$ cat src/rtl/neuron_accumulator.sv
// Saturating Q8.8 accumulator for one neuron: bias + sum of product terms, optional ReLU.
// Optional feature macro: NEURON_ACC_RELU_EN (clamps negative results to zero).
module neuron_accumulator #(
   parameter int DATA_W = 16,
   parameter int CNT_W  = 5
) (
   input  logic              clk,
   input  logic              rst_n,
   input  logic              start,
   input  logic [CNT_W-1:0]  n_terms,
   input  logic [DATA_W-1:0] bias,
   input  logic              in_valid,
   output logic              in_ready,
   input  logic [DATA_W-1:0] in_data,
   output logic              out_valid,
   input  logic              out_ready,
   output logic [DATA_W-1:0] out_data,
   output logic              busy,
   output logic              sat_flag
);

   typedef enum logic [1:0] {
      IDLE = 2'd0,
      ACC  = 2'd1,
      DONE = 2'd2
   } state_t;

   localparam logic [DATA_W-1:0] MAX_VAL = {1'b0, {(DATA_W-1){1'b1}}};
   localparam logic [DATA_W-1:0] MIN_VAL = {1'b1, {(DATA_W-1){1'b0}}};

   state_t            state_reg;
   logic [DATA_W-1:0] acc_reg;
   logic [CNT_W-1:0]  cnt_reg;
   logic              sat_reg;
   logic [DATA_W-1:0] out_data_reg;
   logic              out_valid_reg;
   logic              in_ready_reg;
   logic              busy_reg;

   logic [DATA_W:0]   sum_ext;
   logic              sat_hi;
   logic              sat_lo;
   logic [DATA_W-1:0] acc_next;
   logic              take_term;
   logic              last_term;

   // One extra bit of headroom; disagreement between the top two bits means overflow.
   assign sum_ext = {acc_reg[DATA_W-1], acc_reg} + {in_data[DATA_W-1], in_data};
   assign sat_hi  = ~sum_ext[DATA_W] &  sum_ext[DATA_W-1];
   assign sat_lo  =  sum_ext[DATA_W] & ~sum_ext[DATA_W-1];

   always_comb begin
      acc_next = sum_ext[DATA_W-1:0];
      if (sat_hi) begin
         acc_next = MAX_VAL;
      end else if (sat_lo) begin
         acc_next = MIN_VAL;
      end
   end

   assign take_term = in_valid && in_ready_reg;
   assign last_term = (cnt_reg == CNT_W'(1));

   function automatic logic [DATA_W-1:0] activate(input logic [DATA_W-1:0] v);
`ifdef NEURON_ACC_RELU_EN
      activate = v[DATA_W-1] ? '0 : v;
`else
      activate = v;
`endif
   endfunction

   always_ff @(posedge clk) begin
      if (!rst_n) begin
         state_reg     <= IDLE;
         acc_reg       <= '0;
         cnt_reg       <= '0;
         sat_reg       <= 1'b0;
         out_data_reg  <= '0;
         out_valid_reg <= 1'b0;
         in_ready_reg  <= 1'b0;
         busy_reg      <= 1'b0;
      end else begin
         case (state_reg)
            IDLE: begin
               if (start) begin
                  acc_reg  <= bias;
                  cnt_reg  <= n_terms;
                  sat_reg  <= 1'b0;
                  busy_reg <= 1'b1;
                  if (n_terms == '0) begin
                     state_reg     <= DONE;
                     out_valid_reg <= 1'b1;
                     out_data_reg  <= activate(bias);
                  end else begin
                     state_reg    <= ACC;
                     in_ready_reg <= 1'b1;
                  end
               end
            end
            ACC: begin
               if (take_term) begin
                  acc_reg <= acc_next;
                  cnt_reg <= cnt_reg - CNT_W'(1);
                  if (sat_hi || sat_lo) begin
                     sat_reg <= 1'b1;
                  end
                  // Output register is loaded together with the final step so
                  // out_data is already stable when out_valid rises.
                  if (last_term) begin
                     state_reg     <= DONE;
                     in_ready_reg  <= 1'b0;
                     out_valid_reg <= 1'b1;
                     out_data_reg  <= activate(acc_next);
                  end
               end
            end
            DONE: begin
               if (out_ready) begin
                  state_reg     <= IDLE;
                  out_valid_reg <= 1'b0;
                  busy_reg      <= 1'b0;
               end
            end
            default: begin
               state_reg     <= IDLE;
               in_ready_reg  <= 1'b0;
               out_valid_reg <= 1'b0;
               busy_reg      <= 1'b0;
            end
         endcase
      end
   end

   assign in_ready  = in_ready_reg;
   assign out_valid = out_valid_reg;
   assign out_data  = out_data_reg;
   assign busy      = busy_reg;
   assign sat_flag  = sat_reg;

endmodule
$ cat config.mk
export PLATFORM = sky130hd
export DESIGN_NAME = neuron_accumulator
export DESIGN_NICKNAME = d
export VERILOG_FILES = /design/src/rtl/neuron_accumulator.sv
export SDC_FILE = /design/constraint.sdc
export NUM_CORES = 1
export LEC_CHECK = 0
export CELL_PAD_IN_SITES_DETAIL_PLACEMENT = 1
export CELL_PAD_IN_SITES_GLOBAL_PLACEMENT = 2
export CORE_MARGIN = 2
export CORE_UTILIZATION = 31
export CTS_CLUSTER_DIAMETER = 30
export DETAILED_ROUTE_END_ITERATION = 12
export GPL_TIMING_DRIVEN = 0
export PLACE_DENSITY = 0.93
export SLEW_MARGIN = 5
export SYNTH_ARGS = -nofsm -noshare
export SYNTH_HDL_FRONTEND = slang
export SYNTH_SLANG_ARGS = --single-unit
$ cat constraint.sdc
create_clock -name clk -period 8.8 [get_ports clk]
set_input_delay 2.2 -clock clk [delete_from_list [all_inputs] [get_ports clk]]
set_output_delay 2.2 -clock clk [all_outputs]
set_load 0.02 [all_outputs]
==> results.toml <==
[run_status]
status = "finished clean"

[timing]
hold_viol = 0
clock.fmax_mhz = 181
skew_ns = 0.0128
maxSlewViolCount = 0
rsz0062_at_grt = "no"
setup_viol_count_final = 0
finalCriticalPeriod_ns = 5.52
fin_crit_sh_pct = 62.8
relSlewSlack_pct = 52.5
holdWs_ns = 0.467
worst_pin_slew_ns = 0.712
finalSetupTns_ns = 0

[floorplan]
coreArea_um2 = 9060
die_x_um = 100
ios = 62
dieArea_um2 = 9990
rows = 35
start_util_pct = 31.5
die_h_um = 100

[finish]
fin_nets = 501
antenna_cells = 0
fill_cells = 1124
syn2layout_area_growth_pct = 30.0
drive_gt1_share_pct = 6.38

[grt]
grt_pass1_wl_um = 16700
grt_overflow = 0
grt_usage_pct = 20.9
grt_max_degree = 14
grt_pass1_vias = 3251
antenna_found_initial = 0

[yosys]
ys_warn_count = 0
synth.distinct_cells = 57
yosys_register_bits = 43
syn_area_per_cell_um2 = 7.69
async_flop_share_pct = 0
synth_top_cell_area_share_pct = 30.2
synth_edf_count = 0
yosysTopAreaCell = "dfxtp_1"
ys.flop_type = "dfxtp_1"
synth_nets = 434
synth.top_cells.by_area = "dfxtp_1, ha_1, nand2_1"
ys_seq_area_share_pct = 30.2
synth_area_um2 = 2850
syn_inst = 371

[setup_path]
critPathKind = "input pin to flop"
crit_required_ns = 8.99
crit_path_end_kind = "flop"
arrival_ns = 5.71
worstPathMaxFanout = 8
worst_setup_path_start_kind = "input pin"

[power]
p_per_area_nw_per_um2 = 163
vdd_ir_drop_max_mv = 0.0712
power_leakage_nw = 1.45
power_mw = 0.607

[worst_hold_path]
hp-class = "flop to flop"

[drt]
drc = 0
wirelength_um = 10100
vias = 3059
wire_per_inst_um = 18.3
vias_per_cell = 5.56
dr.pass1.iters = 4
drt-initial-drc-count = 102
ant_nets = 0

[placed_design]
dpl.hpwl_um = 7690
io_buffers = 60
gp_congestion = 0.923

[clock_tree]
numCtsBuffers = 5
hold_buffers = 0
cts.htree.levels = 2
insertion_delay_ns = 0.32
clk_pin_slew_ns = 0.10
numClockSinks = 43
clock_path_buffers = 2
cts_setup_buffers = 0
cts_tree = "yes"
cts_root_buf = "clkbuf_8"
postCtsResizedCells = 0

[flow_run]
max_cap_violations = 0
==> final timing paths <==
| kind | start | to | slack, ns | cells after the start |
|---|---|---|---|---|
| setup / recovery | in_data[4] | out_data[9]$_SDFFE_PN0P_ | 3.28 | 12 |
| hold / removal | acc_reg[4]$_SDFFE_PN0P_ | acc_reg[4]$_SDFFE_PN0P_ | 0.47 | 2 |
| setup reg to reg | acc_reg[4]$_SDFFE_PN0P_ | out_data[9]$_SDFFE_PN0P_ | 5.31 | 11 |
| hold reg to reg | acc_reg[4]$_SDFFE_PN0P_ | acc_reg[4]$_SDFFE_PN0P_ | 0.47 | 2 |
==> final cells by class <==
cell class | count | area [um^2] | share of cell area, %
Sequential cell | 43 | 861 | 23.2
Buffer | 20 | 83.8 | 2.26
Tap cell | 111 | 139 | 3.74
Multi-Input combinational cell | 297 | 1870 | 50.3
Clock inverter | 2 | 35.0 | 0.944
Inverter | 11 | 41.3 | 1.11
Timing Repair Buffer | 60 | 601 | 16.2
Clock buffer | 6 | 82.6 | 2.23
==> worst max-delay path, cell delays in order <==
cell and delay (ns):
clkdlybuf4s50_1 0.43, ha_1 0.39, a21o_1 0.23, a31o_2 0.26, o211ai_1 0.41, a211oi_1 0.16
mux2i_1 0.17, or2_1 0.25, ha_1 0.31, nand2b_1 0.33, a311oi_1 0.43, o31ai_1 0.13
==> where the power goes <==
group | switching (mW) | total, mW | internal (mW)
Combinational | 0.128 | 0.215 | 0.0876
Clock | 0.0811 | 0.173 | 0.0921
Sequential | 0.00951 | 0.218 | 0.208
Total | 0.218 | 0.607 | 0.388
==> per-layer routing <==
layer | share of wire (%) | global-route usage [%]
met2 | 48 | 35.9
met1 | 46 | 27.3
met5 | 0 | 0
met3 | 5.1 | 3.27
met4 | 0.81 | 5.69
==> Yosys cell counts, types with 2 or more instances <==
cell type / instances
nand2_1: 48
dfxtp_1: 43
a21oi_1: 34
o21ai_0: 34
nor2_1: 28
ha_1: 20
clkbuf_1: 12
nand3_1: 12
a31oi_1: 11
inv_1: 11
nand2b_1: 9
nor3_1: 9
a211oi_1: 8
a21o_1: 8
o31ai_1: 8
buf_2: 7
nor2b_1: 5
mux2i_1: 4
o21a_1: 4
a22oi_1: 3
a311oi_1: 3
and3_1: 3
o211ai_1: 3
or3_1: 3
a31o_2: 2
and2b_1: 2
nand3b_1: 2
nand4_1: 2
nor3b_1: 2
o221ai_1: 2
o311ai_2: 2
xor2_1: 2
==> per-stage QoR <==
| step | cells | setup WS (ns) | util [%] | instance area [um^2] |
|---|---|---|---|---|
| 3_5_place_dp | 542 | 2.95 | 39.6 | 3590 |
| 2_1_floorplan | 371 | 4.11 | - | 2850 |
| 4_1_cts | 550 | 3.26 | 40.9 | 3710 |
| 6_report | 550 | 3.28 | 40.9 | 3710 |
| 3_3_place_gp | 542 | 3.01 | 39.6 | 3590 |
| 5_1_grt | 550 | 3.07 | 40.9 | 3710 |
==> layout by cell type, fill, tap and decap left out, types with 3 or more instances in the layout <==
cell             synthesis  routed
clkdlybuf4s50_1          0      60
a311oi_1                 3       3
nand2_1                 48      48
a21o_1                   8       8
o211ai_1                 3       3
nand3_1                 12      12
or3_1                    3       3
nor3_1                   9       9
and3_1                   3       3
a211oi_1                 8       8
ha_1                    20      20
nor2b_1                  5       5
clkbuf_8                 0       6
a22oi_1                  3       3
nand2b_1                 9       9
nor2_1                  28      28
o21a_1                   4       4
mux2i_1                  4       4
a21oi_1                 34      34
a31oi_1                 11      11
dfxtp_1                 43      43
buf_2                    7       7
inv_1                   11      11
o31ai_1                  8       8
clkbuf_1                12      12
o21ai_0                 34      34
==> cells by family (layout without fill, tap and decap cells) <==
family,count (synthesis),count (layout),synth area share (%)
AND/OR/NAND/NOR,135,135,23.1
AO/OA/AOI/OAI,134,134,30.5
flip-flops,43,43,30.2
buffers and inverters,31,99,4.38
adder cells (fa/ha/maj),21,21,9.47
multiplexers,4,4,1.40
XOR/XNOR,3,3,0.921
(Power assumes the default switching activity.)
